### config.mk
export PLATFORM = sky130hd
export DESIGN_NAME = common_tcam_wr_flat
export DESIGN_NICKNAME = d
export VERILOG_FILES = /design/src/rtl/common_tcam_wr_pkg.sv /design/src/rtl/common_tcam_wr_if.sv /design/src/rtl/common_tcam_wr_freesel.sv /design/src/rtl/macro_encoder_onehot_bin.sv /design/src/rtl/common_tcam_wr.sv /design/src/flat_wrapper.sv
export SDC_FILE = /design/constraint.sdc
export NUM_CORES = 1
export LEC_CHECK = 0
export BUFFER_PORTS_ARGS = -buffer_cell sky130_fd_sc_hd__buf_2
export CAP_MARGIN = 20
export CORE_AREA = 2 2 92 94
export CTS_BUF_LIST = sky130_fd_sc_hd__clkbuf_16
export DETAILED_ROUTE_END_ITERATION = 8
export DIE_AREA = 0 0 94 96
export GPL_TIMING_DRIVEN = 0
export PLACE_DENSITY = 0.5
export SKIP_CTS_REPAIR_TIMING = 1
export SLEW_MARGIN = 20
export SYNTH_ARGS = -nofsm -noshare
export SYNTH_HDL_FRONTEND = slang
export SYNTH_SLANG_ARGS = --single-unit
### constraint.sdc
create_clock -name clk -period 2.65 [get_ports clk]
set_clock_uncertainty 0.15 [all_clocks]
set_input_delay 0.53 -clock clk [delete_from_list [all_inputs] [get_ports clk]]
set_output_delay 0.53 -clock clk [all_outputs]
set_load 0.005 [all_outputs]
### src/rtl/common_tcam_wr_pkg.sv
// Shared defaults and helpers for the TCAM write-side block.
// Imported by the interface, the free-slot picker and the top.
package common_tcam_wr_pkg;

    localparam int TCAM_DEPTH_DEF = 4;
    localparam int TCAM_WIDTH_DEF = 8;

    // Index width; never below 1 so a degenerate depth still elaborates.
    function automatic int tcam_addr_w(input int depth);
        return (depth < 2) ? 1 : $clog2(depth);
    endfunction

endpackage

### src/rtl/common_tcam_wr_if.sv
// Command and state bus between a TCAM owner and its write side.
// The master issues insert/invalidate/flush; the slave exports storage.
interface common_tcam_wr_if
    import common_tcam_wr_pkg::*;
#(
    parameter int CAM_DEPTH = TCAM_DEPTH_DEF,
    parameter int CAM_WIDTH = TCAM_WIDTH_DEF
);
    localparam int ADDR_W = tcam_addr_w(CAM_DEPTH);

    logic                          ins_valid;
    logic                          ins_ready;
    logic [CAM_WIDTH-1:0]          ins_tag;
    logic                          inv_en;
    logic [ADDR_W-1:0]             inv_addr;
    logic                          flush;
    logic [CAM_DEPTH*CAM_WIDTH-1:0] tdata;
    logic [CAM_DEPTH-1:0]          dvalid;
    logic                          alloc_valid;
    logic [ADDR_W-1:0]             alloc_addr;
    logic                          alloc_evict;
    logic [CAM_WIDTH-1:0]          evict_tag;
    logic [ADDR_W:0]               occupancy;

    modport master (
        output ins_valid, ins_tag, inv_en, inv_addr, flush,
        input  ins_ready, tdata, dvalid,
        input  alloc_valid, alloc_addr, alloc_evict,
        input  evict_tag, occupancy
    );

    modport slave (
        input  ins_valid, ins_tag, inv_en, inv_addr, flush,
        output ins_ready, tdata, dvalid,
        output alloc_valid, alloc_addr, alloc_evict,
        output evict_tag, occupancy
    );

endinterface

### src/rtl/common_tcam_wr_freesel.sv
// Lowest-index invalid entry picker for TCAM allocation.
module common_tcam_wr_freesel
    import common_tcam_wr_pkg::*;
#(
    parameter int CAM_DEPTH = TCAM_DEPTH_DEF,
    localparam int ADDR_W   = tcam_addr_w(CAM_DEPTH)
) (
    input  logic [CAM_DEPTH-1:0] dvalid,
    output logic [CAM_DEPTH-1:0] free_oh,
    output logic [ADDR_W-1:0]    free_addr,
    output logic                 any_free
);

    // Adding one ripples through the low run of ones and lands on the
    // first zero; masking with the inverse keeps exactly that bit.
    assign free_oh  = ~dvalid & (dvalid + CAM_DEPTH'(1));
    assign any_free = ~&dvalid;

    macro_encoder_onehot_bin #(
        .N (CAM_DEPTH),
        .W (ADDR_W)
    ) u_enc (
        .onehot (free_oh),
        .bin    (free_addr)
    );

endmodule

### src/rtl/macro_encoder_onehot_bin.sv
// One-hot to binary encoder; an all-zero input encodes to 0.
module macro_encoder_onehot_bin #(
    parameter int N = 4,
    parameter int W = 2
) (
    input  logic [N-1:0] onehot,
    output logic [W-1:0] bin
);

    always_comb begin
        bin = '0;
        for (int i = 0; i < N; i++) begin
            if (onehot[i]) begin
                bin = bin | W'(i);
            end
        end
    end

endmodule

### src/rtl/common_tcam_wr.sv
// TCAM write side: tag/valid storage, fill-then-round-robin allocation,
// invalidate-by-address and flush, with a registered allocation report.
module common_tcam_wr
    import common_tcam_wr_pkg::*;
#(
    parameter int CAM_DEPTH = TCAM_DEPTH_DEF,
    parameter int CAM_WIDTH = TCAM_WIDTH_DEF
) (
    input  logic              clk,
    input  logic              reset,
    common_tcam_wr_if.slave   bus
);

    localparam int ADDR_W = tcam_addr_w(CAM_DEPTH);

    typedef logic [CAM_DEPTH-1:0][CAM_WIDTH-1:0] tag_arr_t;

    tag_arr_t             tag_q, tag_d;
    logic [CAM_DEPTH-1:0] dvalid_q, dvalid_d;
    logic [ADDR_W-1:0]    vptr_q, vptr_d;
    logic [ADDR_W:0]      occ_q;

    logic                 alloc_valid_q;
    logic [ADDR_W-1:0]    alloc_addr_q;
    logic                 alloc_evict_q;
    logic [CAM_WIDTH-1:0] evict_tag_q;

    logic [CAM_DEPTH-1:0] free_oh;
    logic [ADDR_W-1:0]    free_addr;
    logic                 any_free;

    logic                 ins_fire;
    logic                 inv_hit;
    logic [CAM_DEPTH-1:0] vptr_oh;
    logic [CAM_DEPTH-1:0] wr_oh;
    logic [ADDR_W-1:0]    tgt;

    function automatic logic [ADDR_W:0] popcnt(
        input logic [CAM_DEPTH-1:0] v
    );
        logic [ADDR_W:0] n;
        n = '0;
        for (int i = 0; i < CAM_DEPTH; i++) begin
            n = n + (ADDR_W+1)'(v[i]);
        end
        return n;
    endfunction

    common_tcam_wr_freesel #(
        .CAM_DEPTH (CAM_DEPTH)
    ) u_freesel (
        .dvalid    (dvalid_q),
        .free_oh   (free_oh),
        .free_addr (free_addr),
        .any_free  (any_free)
    );

    assign bus.ins_ready = ~bus.flush;
    assign ins_fire      = bus.ins_valid & ~bus.flush;

    assign inv_hit = bus.inv_en &&
        ({1'b0, bus.inv_addr} < (ADDR_W+1)'(CAM_DEPTH));

    // Target comes from pre-edge valid bits, so a same-cycle
    // invalidate never opens a slot for this insert.
    assign vptr_oh = CAM_DEPTH'(1) << vptr_q;
    assign wr_oh   = any_free ? free_oh : vptr_oh;
    assign tgt     = any_free ? free_addr : vptr_q;

    always_comb begin
        dvalid_d = dvalid_q;
        tag_d    = tag_q;
        if (bus.flush) begin
            dvalid_d = '0;
        end else begin
            if (inv_hit) begin
                dvalid_d[bus.inv_addr] = 1'b0;
            end
            // Applied after the invalidate so the insert wins a collision.
            if (ins_fire) begin
                dvalid_d = dvalid_d | wr_oh;
                for (int i = 0; i < CAM_DEPTH; i++) begin
                    if (wr_oh[i]) begin
                        tag_d[i] = bus.ins_tag;
                    end
                end
            end
        end
    end

    always_comb begin
        vptr_d = vptr_q;
        if (ins_fire && !any_free) begin
            if (vptr_q == ADDR_W'(CAM_DEPTH-1)) begin
                vptr_d = '0;
            end else begin
                vptr_d = vptr_q + ADDR_W'(1);
            end
        end
    end

    always_ff @(posedge clk or posedge reset) begin
        if (reset) begin
            tag_q         <= '0;
            dvalid_q      <= '0;
            vptr_q        <= '0;
            occ_q         <= '0;
            alloc_valid_q <= 1'b0;
            alloc_addr_q  <= '0;
            alloc_evict_q <= 1'b0;
            evict_tag_q   <= '0;
        end else begin
            tag_q         <= tag_d;
            dvalid_q      <= dvalid_d;
            vptr_q        <= vptr_d;
            occ_q         <= popcnt(dvalid_d);
            alloc_valid_q <= ins_fire;
            if (ins_fire) begin
                alloc_addr_q  <= tgt;
                alloc_evict_q <= ~any_free;
                evict_tag_q   <= any_free ? '0 : tag_q[vptr_q];
            end
        end
    end

    assign bus.tdata       = tag_q;
    assign bus.dvalid      = dvalid_q;
    assign bus.occupancy   = occ_q;
    assign bus.alloc_valid = alloc_valid_q;
    assign bus.alloc_addr  = alloc_addr_q;
    assign bus.alloc_evict = alloc_evict_q;
    assign bus.evict_tag   = evict_tag_q;

endmodule
### src/flat_wrapper.sv
// flat-port wrapper written by rule: the top's interface ports become plain ports
module common_tcam_wr_flat import common_tcam_wr_pkg::*;
#(
    parameter int CAM_DEPTH = TCAM_DEPTH_DEF,
    parameter int CAM_WIDTH = TCAM_WIDTH_DEF
)
  (clk, reset, bus_ins_valid, bus_ins_tag, bus_inv_en, bus_inv_addr, bus_flush, bus_ins_ready, bus_tdata, bus_dvalid, bus_alloc_valid, bus_alloc_addr, bus_alloc_evict, bus_evict_tag, bus_occupancy);
  common_tcam_wr_if #(.CAM_DEPTH(CAM_DEPTH), .CAM_WIDTH(CAM_WIDTH)) bus_i ();
  input  logic clk;
  input  logic reset;
  input wire logic [$bits(bus_i.ins_valid)-1:0] bus_ins_valid;
  input wire logic [$bits(bus_i.ins_tag)-1:0] bus_ins_tag;
  input wire logic [$bits(bus_i.inv_en)-1:0] bus_inv_en;
  input wire logic [$bits(bus_i.inv_addr)-1:0] bus_inv_addr;
  input wire logic [$bits(bus_i.flush)-1:0] bus_flush;
  output wire logic [$bits(bus_i.ins_ready)-1:0] bus_ins_ready;
  output wire logic [$bits(bus_i.tdata)-1:0] bus_tdata;
  output wire logic [$bits(bus_i.dvalid)-1:0] bus_dvalid;
  output wire logic [$bits(bus_i.alloc_valid)-1:0] bus_alloc_valid;
  output wire logic [$bits(bus_i.alloc_addr)-1:0] bus_alloc_addr;
  output wire logic [$bits(bus_i.alloc_evict)-1:0] bus_alloc_evict;
  output wire logic [$bits(bus_i.evict_tag)-1:0] bus_evict_tag;
  output wire logic [$bits(bus_i.occupancy)-1:0] bus_occupancy;
  assign bus_i.ins_valid = bus_ins_valid;
  assign bus_i.ins_tag = bus_ins_tag;
  assign bus_i.inv_en = bus_inv_en;
  assign bus_i.inv_addr = bus_inv_addr;
  assign bus_i.flush = bus_flush;
  assign bus_ins_ready = bus_i.ins_ready;
  assign bus_tdata = bus_i.tdata;
  assign bus_dvalid = bus_i.dvalid;
  assign bus_alloc_valid = bus_i.alloc_valid;
  assign bus_alloc_addr = bus_i.alloc_addr;
  assign bus_alloc_evict = bus_i.alloc_evict;
  assign bus_evict_tag = bus_i.evict_tag;
  assign bus_occupancy = bus_i.occupancy;
  common_tcam_wr #(.CAM_DEPTH(CAM_DEPTH), .CAM_WIDTH(CAM_WIDTH)) u_core (.clk(clk), .reset(reset), .bus(bus_i));
endmodule
## After elaboration in Yosys (flattened, before gate mapping)

Index checks and enable logic that the tools add are counted.

| cells by class | value |
|---|---|
| bitwise gates (word level) | 7 |
| magnitude comparators | 3 |
| eq/ne operators | 1 |
| shift-type cells | 1 |
| reductions and logical operators | 7 |
| mux-type cells | 15 |
| $add $sub $neg | 5 |

Operators with widths:

| operator | count |
|---|---|
| 4-bit two-way mux | 5 |
| 8-bit binary-select mux with 2-bit select | 1 |
| 8-bit two-way mux | 2 |
| 3-bit AND reduction | 4 |
| 4-bit AND | 2 |
| 2-bit two-way mux | 4 |
| 4-bit NOT | 2 |
| 3-bit by 1-bit adder with 3-bit output | 2 |
| 2-bit by 3-bit < comparator with 1-bit output (second input constant) | 2 |
| 4-bit by 1-bit adder with 4-bit output (second input constant) | 1 |
| 4-bit OR | 1 |
| 4-bit AND reduction | 1 |
| 1-bit by 2-bit << shifter with 4-bit output (first input constant) | 1 |
| 1-bit by 1-bit adder with 2-bit output | 1 |
| 2-bit by 1-bit adder with 2-bit output (second input constant) | 1 |
| 1-bit demux with 2-bit select | 1 |
| 2-bit == test (second input constant) | 1 |
| 2-bit by 1-bit greater-or-equal comparator with 1-bit output (second input constant) | 1 |
| 1-bit logical AND | 2 |
| 1-bit two-way mux | 2 |
| 1-bit AND | 1 |
| 1-bit NOT | 1 |

| storage, ports and cells | value |
|---|---|
| word-level logic and storage cells | 50 |
| input bits | 15 |
| output and inout port bits | 52 |
| bits in registers | 53 |

## Logic depth before layout (Yosys ltp)

Gate-level depths: netlist (run 1).

| depth | value |
|---|---|
| depth in word-level cells | 14 |
| mapped depth | 9 |
| mapped depth without buffers | 8 |

## By module

Synthesis (run 1) repeated with hierarchy kept, for this count alone.

| second synthesis, totals | value |
|---|---|
| cells, all modules | 165 |
| area, all modules | 2438.6 µm² |

By module, submodules not included:

| module | times used | sequential area each (µm²) | cells an instance | area an instance (µm²) |
|---|---|---|---|---|
| common_tcam_wr | 1 | 1326.3 | 158 | 2389.8 |
| common_tcam_wr_freesel | 1 | 0.0 | 5 | 36.3 |
| macro_encoder_onehot_bin | 1 | 0.0 | 2 | 12.5 |

## Least setup slack after synthesis (run 1)

No wires, ideal clock.

| path | value |
|---|---|
| path type | flip-flop to flip-flop |
| start point | register u_core.vptr_q[1] |
| end point | register u_core.occ_q[1] (netlist: u_core.bus.occupancy[1]) |
| required time | 2374 ps |
| clock period less this slack | 2674 ps |
| stages on the path, launching flop included | 10 |
| arrival | 2398 ps |
| path buffers | 1 |
| slack | -24 ps |
| setup time | 126 ps |
| cell sequence | dfrtp_1 > buf_2 > inv_1 > ha_1 > nand3_1 > a211oi_4 > o21bai_1 > ha_1 > fa_1 > ha_1 |

| between the ends | value |
|---|---|
| word-level cells in the longest chain between the ends | 8 |

Ends and longest elaborated chain:

| item | line | RTL |
|---|---|---|
| from (decl) | common_tcam_wr.sv:20 | `logic [ADDR_W-1:0] vptr_q, vptr_d;` |
| from (signal assigned) | common_tcam_wr.sv:115 | `vptr_q <= vptr_d;` |
| 1-bit by 2-bit << shifter with 4-bit output | common_tcam_wr.sv:66 | `assign vptr_oh = CAM_DEPTH'(1) << vptr_q;` |
| 4-bit two-way mux | common_tcam_wr.sv:67 | `assign wr_oh = any_free ? free_oh : vptr_oh;` |
| 4-bit OR | common_tcam_wr.sv:81 | `dvalid_d = dvalid_d \| wr_oh;` |
| 4-bit two-way mux | common_tcam_wr.sv:80 | `if (ins_fire) begin` |
| 4-bit two-way mux | common_tcam_wr.sv:73 | `if (bus.flush) begin` |
| net u_core.dvalid_d[1] | common_tcam_wr.sv:19 | `logic [CAM_DEPTH-1:0] dvalid_q, dvalid_d;` |
| 1-bit by 1-bit adder with 2-bit output | common_tcam_wr.sv:44 | `n = n + (ADDR_W+1)'(v[i]);` |
| 3-bit by 1-bit adder with 3-bit output (2 in series) | common_tcam_wr.sv:44 |  |
| to (signal assigned) | common_tcam_wr.sv:116 | `occ_q <= popcnt(dvalid_d);` |
| to (decl) | common_tcam_wr.sv:21 | `logic [ADDR_W:0] occ_q;` |

The timed path passes the listed nets, and every way through them passes these cells.
A chain may end at the register's enable or synchronous reset.

## Final worst setup path (run 1)

Same ends and word-level chain as after synthesis.

==> results of run 1 <==
worst max-delay path: cells and delay by family, from the launching register on:
kind,cells,cell delay (ns)
flip-flops,1,0.42
adder cells (fa/ha/maj),4,1.05
AO/OA/AOI/OAI,2,0.48
buffers and inverters,2,0.24
AND/OR/NAND/NOR,1,0.10
registers in the layout (all words and copies together), names as in the netlist:
register / flops
u_core.bus.dvalid: 4
u_core.bus.occupancy: 3
u_core.bus.alloc_evict: 1
u_core.bus.alloc_addr: 2
u_core.vptr_q: 2
u_core.bus.tdata: 32
u_core.bus.alloc_valid: 1
u_core.bus.evict_tag: 8
cell type report:
class	count	area [um2]
buffer	6	48.8
sequential	53	1330
clock buffer	5	125
timing repair buffer	70	360
multi-input combinational	89	977
clock inverter	3	13.8
inverter	7	28.8
tap	105	131
fill	798	5040
cell usage in the layout (no fill, tap or decap), types with 4 or more instances in the layout:
cell type  netlist  routed
inv_1            7       7
buf_2            1      66
mux2_4           8       8
buf_4            0       4
mux4_2           8       8
nand2_1          5       5
clkbuf_16        0       5
ha_1             6       6
dfrtp_1         53      51
o21ai_0          4       4
a22o_1           8       8
mux2_2          25      25
metrics by stage:
stage | setup TNS (ns) | std cells | hold WS, ns
after global routing | -0.00671 | 338 | 0.269
final | 0 | 338 | 0.199
after global placement | -6.93 | 326 | 0.311
after detailed placement | -1.14 | 326 | 0.315
after floorplan | 0 | 155 | 0.323
after CTS | -1.13 | 334 | 0.227
kinds of logic (layout without fill, tap and decap cells):
group                      count (synthesis)  after routing  share of synthesized area
buffers and inverters                     13             91                     0.0244
adders and majority gates                  7              7                     0.0403
DFF                                       53             53                      0.563
and+or+nand+nor                           15             15                     0.0387
muxes                                     41             41                      0.247
AOI/OAI and AO/OA                         26             26                     0.0871
power groups by stage:
stage	sequential (uW)	combinational (uW)	clock [uW]
after floorplan	982	161	0
after global placement	986	304	0
after detailed placement	988	307	0
after CTS	973	308	649
after global routing	985	340	686
final	971	303	628
per-layer routing:
layer | share of wire | track usage
met1 | 0.47 | 0.179
met2 | 0.48 | 0.211
met3 | 0.041 | 0.0282
met4 | 0.010 | 0.0399
met5 | 0 | 0
final timing paths:
path	endpoint	slack (ns)	cells past startpoint
max reg2reg	u_core.bus.occupancy[1]$_DFF_PP0_	0.10	9
min reg2reg	u_core.bus.alloc_evict$_DFFE_PP0N_	0.33	1
max in group asynchronous	u_core.vptr_q[0]$_DFFE_PP0P_	1.67	2
max	u_core.bus.occupancy[1]$_DFF_PP0_	0.10	9
min	u_core.bus.tdata[19]$_DFFE_PP0P_	0.20	2
min in group clk	u_core.bus.alloc_evict$_DFFE_PP0N_	0.33	1
==> results.toml, run 1 <==
[global_routing]
antenna_found_initial = 0
grt_max_degree = 54
grt_pass1_wl_um = 8890
track_usage = 0.131
grt_pass1_vias = 1611
grt-ovfl-total = 0

[timing]
relSlewSlack = 0.526
min_period_ns = 2.55
maxSlewViolCount = 0
fin_crit_sh = 0.962
tightest_slew_ns = 0.712
setup_violations = 0
finalWorstSetupSlack_ns = 0.101
hold_violations = 0
max_freq_ghz = 0.392

[pwr]
switching_share = 0.249
irDropWorstVdd_mv = 0.269
p_leak_uw = 0.00156
pwr-share-comb = 0.159
cell_internal_pwr_uw = 1430
seq_power_share = 0.510
clkPwrFrac = 0.330
total_power_uw = 1900
power_density_mw_per_mm2 = 631
p_switching_uw = 473

[clock_tree]
cts_tree = "done"
clock_sink_count = 53
path_clk_slew_ns = 0.07
clock-root-buffer = "clkbuf_16"
h-tree-depth = 2
clk_latency_ns = 0.29
cts_buffers = 5
cts_buffer_depth = 2

[min_path]
hold_class = "primary input to async pin"

[route]
route.detailed.drc = 0
wl_um = 5530
drtPass1Iterations = 4
route.detailed.wl_per_inst_um = 16.3
avgViaCountPerCell = 4.61
vias = 1557
drt-initial-drc-count = 40
drtAntennaViolNets = 0

[worst_setup_path]
critPathSlowestCell = "dfrtp_2"
crit_top_cell = "ha_1"
max_stage_delay_ns = 0.42
cp.arrival_ns = 2.57
cp_max_fo = 10
start_kind = "flip-flop"
cp_data_required_time_ns = 2.67
worstSetupStartpoint = "u_core.vptr_q[1]$_DFFE_PP0P_"
crit_path_end_kind = "flip-flop"
rr_startpoint = "u_core.vptr_q[1]$_DFFE_PP0P_"
critical_path_class = "flip-flop to flip-flop"
cp_cell_sequence = "buf_6 -> inv_1 -> ha_1 -> nand3_1 -> a211oi_4 -> o21bai_2 -> ha_1 -> fa_1 -> ha_1"

[finish]
n_antenna_cell = 0
final_layout_size_suffix_gt1_frac = 0.558
area_growth_pct = 27.9
fin_area_mm2 = 0.00301
fin_nets = 254
final_util = 0.374

[logic_synthesis]
syn_area_mm2 = 0.00236
netlist_instances = 155
syn_avg_cell_area_um2 = 15.2
synth_nets = 177
synth-edff-count = 0
netlist_top_cells_area = "dfrtp_1 56%, mux2_2 12%, mux4_2 7.6%"
ys_warn_count = 0
synth.most_common_cell = "dfrtp_1"
seq_area_frac_synth = 0.563
synth_top_area_cell = "dfrtp_1"
synth.distinct_cells = 30
synth_seq_cells = 53
ys_top_cells_by_count = "53 x dfrtp_1, 25 x mux2_2, 8 x a22o_1, 8 x mux2_4, 8 x mux4_2"
synth-main-ff-cell = "dfrtp_1"
async_flop_share = 1.00
synth_top_area_frac = 0.563

[floorplan]
die_area_mm2 = 0.00902
dieHeight_um = 96
rows = 33
dieWidth_um = 94
ioPinCount = 67
fp.coreArea_mm2 = 0.00805
initial_utilization = 0.293

[status]
outcome = "completed"

[placement]
hpwl_um = 3840
portBuffers = 66
routabilityCongestion = 0.778
place_ws_ns = -0.475
dpl_cell_area_mm2 = 0.00282

[job]
maxCapViolCount = 0
No activity file was read; power rests on OpenSTA's default activity.
==> run 2, diff against run 1 <==
CORE_AREA = 2 2 94 96   (was 2 2 92 94)
DIE_AREA = 0 0 96 98   (was 0 0 94 96)
PLACE_DENSITY = 0.49   (was 0.5)
SYNTH_HIERARCHICAL = 1   (was unset)
==> run 2 against run 1 <==
Effect of this change:
- routed wire length is 0.38% lower
- sequential power decreased by 4.4%
- first-iteration DRC count is 73% higher
- total power fell by 3.3%
- clock power about the same
- largest power group unchanged
==> results.toml, run 2 <==
[status]
outcome = "completed"

[floorplan]
rows = 34
dieHeight_um = 98
dieWidth_um = 96
fp.coreArea_mm2 = 0.00847
ioPinCount = 67
die_area_mm2 = 0.00941
initial_utilization = 0.288

[worst_setup_path]
cp.arrival_ns = 2.56
cp_data_required_time_ns = 2.67
crit_path_end_kind = "flip-flop"
crit_top_cell = "ha_1"
critPathSlowestCell = "fa_1"
max_stage_delay_ns = 0.53
r2r_slack_ns = 0.11
critical_path_class = "flip-flop to flip-flop"
reg2reg_to = "u_core/bus.occupancy[1]$_DFF_PP0_"
worstSetupStartpoint = "u_core/vptr_q[0]$_DFFE_PP0P_"
rr_startpoint = "u_core/vptr_q[0]$_DFFE_PP0P_"
cp_max_fo = 10
rr_worst_depth = 10
cp_cell_sequence = "buf_6 -> inv_2 -> ha_1 -> mux2_4 -> nand2_8 -> a21o_1 -> fa_1 -> inv_1 -> ha_1 -> ha_1"
start_kind = "flip-flop"
cp-endpoint = "u_core/bus.occupancy[1]$_DFF_PP0_"

[timing]
rsz0062_at_grt = "false"
min_period_ns = 2.54
setup_violations = 0
fin_crit_sh = 0.957
maxSlewViolCount = 0
hold_violations = 0
relSlewSlack = 0.564
tightest_slew_ns = 0.655
fin_setup_tns_ns = 0
max_freq_ghz = 0.394

[clock_tree]
clock-root-buffer = "clkbuf_16"
cts_buffer_depth = 2
cts_tree = "done"
h-tree-depth = 2
path_clk_slew_ns = 0.07
cts_buffers = 5
clock_sink_count = 53
clk_latency_ns = 0.29

[finish]
final_layout_size_suffix_gt1_frac = 0.580
final_common_cell = "buf_2"
fill_cells = 831
largest_reg_flops = 32
area_growth_pct = 28.6
final_cell_mix = "68 x buf_2, 50 x dfrtp_1, 30 x mux2_2"
n_antenna_cell = 0
final_util = 0.371
fin_nets = 266
fin_area_mm2 = 0.00314

[route]
drtPass1Iterations = 4
avgViaCountPerCell = 4.53
vias = 1600
drt-initial-drc-count = 69
route.detailed.drc = 0
route.detailed.wl_per_inst_um = 15.6
wl_um = 5500
drtAntennaViolNets = 0

[pwr]
pwr-share-comb = 0.155
p_switching_uw = 448
seq_power_share = 0.504
power_density_mw_per_mm2 = 587
clkPwrFrac = 0.341
irDropWorstVdd_mv = 0.235
cell_internal_pwr_uw = 1390
p_leak_uw = 0.00164
switching_share = 0.243

[logic_synthesis]
netlist_instances = 165
netlist_top_cells_area = "dfrtp_1 54%, mux2_2 14%, mux4_2 7.4%"
async_flop_share = 1.00
syn_area_mm2 = 0.00244
synth_seq_cells = 53
synth_top_area_cell = "dfrtp_1"
synth-edff-count = 0
synth_nets = 187
seq_area_frac_synth = 0.544
ys_warn_count = 6
synth-main-ff-cell = "dfrtp_1"
synth_top_area_frac = 0.544
synth.distinct_cells = 31
synth.most_common_cell = "dfrtp_1"
syn_avg_cell_area_um2 = 14.8
ys_top_cells_by_count = "53 x dfrtp_1, 31 x mux2_2, 10 x inv_1, 8 x a22o_1, 8 x mux4_2"

[global_routing]
grt_max_degree = 54
track_usage = 0.126
grt_pass1_vias = 1614
grt_pass1_wl_um = 8760
antenna_found_initial = 0
grt-ovfl-total = 0

[placement]
portBuffers = 66
routabilityCongestion = 0.749
hpwl_um = 3820
dpl_cell_area_mm2 = 0.00291

[min_path]
hold_class = "primary input to async pin"

[job]
maxCapViolCount = 0
[run 2: cell types whose count changed after synthesis, sizes merged, moves of 2 or more]
| cell | before | now |
|---|---|---|
| mux2 | 33 | 36 |
| a31oi | 0 | 2 |
| a21oi | 4 | 2 |
| a21o | 1 | 3 |
| o21ai | 4 | 6 |
| a21boi | 3 | 0 |
| mux2i | 0 | 3 |
| clkbuf | 4 | 1 |
| and2 | 0 | 2 |
| or2 | 0 | 2 |
| buf | 2 | 5 |
| inv | 7 | 11 |
[run 2: final cells by class]
type | count | area (um2) | share of cell area
flip-flops and latches | 53 | 1330 | 0.424
clock inverters | 3 | 15.0 | 0.00479
well taps | 108 | 135 | 0.0431
inverters | 11 | 48.8 | 0.0156
plain buffers | 6 | 58.8 | 0.0187
clock buffers | 5 | 125 | 0.0399
repair buffers | 72 | 375 | 0.120
multi-input cells | 95 | 1050 | 0.334
[run 2: critical path, delay by kind of cell, from the launching register on]
family          cells  cell delay (ns)
mux                 1             0.17
fa+ha+maj           4             1.11
simple gates        1             0.09
buf+inv             3             0.28
compound gates      1             0.21
flops               1             0.41
[run 2: per-stage QoR]
| stage | hold slack (ns) | total power (uW) | setup slack, ns | std cells |
|---|---|---|---|---|
| final | 0.190 | 1840 | 0.114 | 353 |
| after global routing | 0.245 | 1940 | 0.00161 | 353 |
| after CTS | 0.222 | 1860 | -0.532 | 347 |
| after detailed placement | 0.320 | 1230 | -0.500 | 339 |
| after global placement | 0.312 | 1220 | -0.505 | 339 |
| after floorplan | 0.323 | 1100 | 0.0387 | 165 |
[run 2: cell families (layout without fill, tap and decap cells)]
group / after synthesis / in the layout / share of synthesized area
adder cells (fa/ha/maj): 7 / 7 / 0.0390
AO/OA/AOI/OAI: 23 / 23 / 0.0657
AND/OR/NAND/NOR: 18 / 18 / 0.0529
multiplexers: 47 / 47 / 0.260
buffers and inverters: 17 / 97 / 0.0385
flip-flops: 53 / 53 / 0.544
[run 2: how the worst min path moves through the flow]
stage	startpoint	slack, ns	endpoint
global route	reset	0.25	u_core/bus.evict_tag[3]$_DFFE_PP0N_
floorplan	u_core/bus.alloc_addr[0]$_DFFE_PP0N_	0.32	u_core/bus.alloc_addr[0]$_DFFE_PP0N_
detailed placement	u_core/bus.alloc_evict$_DFFE_PP0N_	0.32	u_core/bus.alloc_evict$_DFFE_PP0N_
finish	reset	0.19	u_core/bus.evict_tag[3]$_DFFE_PP0N_
CTS	reset	0.22	u_core/bus.evict_tag[3]$_DFFE_PP0N_
global placement	u_core/bus.alloc_addr[1]$_DFFE_PP0N_	0.31	u_core/bus.alloc_addr[1]$_DFFE_PP0N_
[run 2: per-layer routing]
layer	up-vias	GRT usage	part of all wire
li1	764	-	-
met1	794	0.172	0.45
met2	38	0.191	0.48
met3	4	0.0370	0.057
met4	0	0.0429	0.011
met5	-	0	0
[run 2: power by group through the flow]
stage / registers [uW] / logic (uW) / clock network [uW]
6_report: 928 / 285 / 627
3_5_place_dp: 946 / 282 / 0
4_1_cts: 931 / 283 / 651
2_1_floorplan: 944 / 160 / 0
5_1_grt: 941 / 316 / 683
3_3_place_gp: 947 / 278 / 0
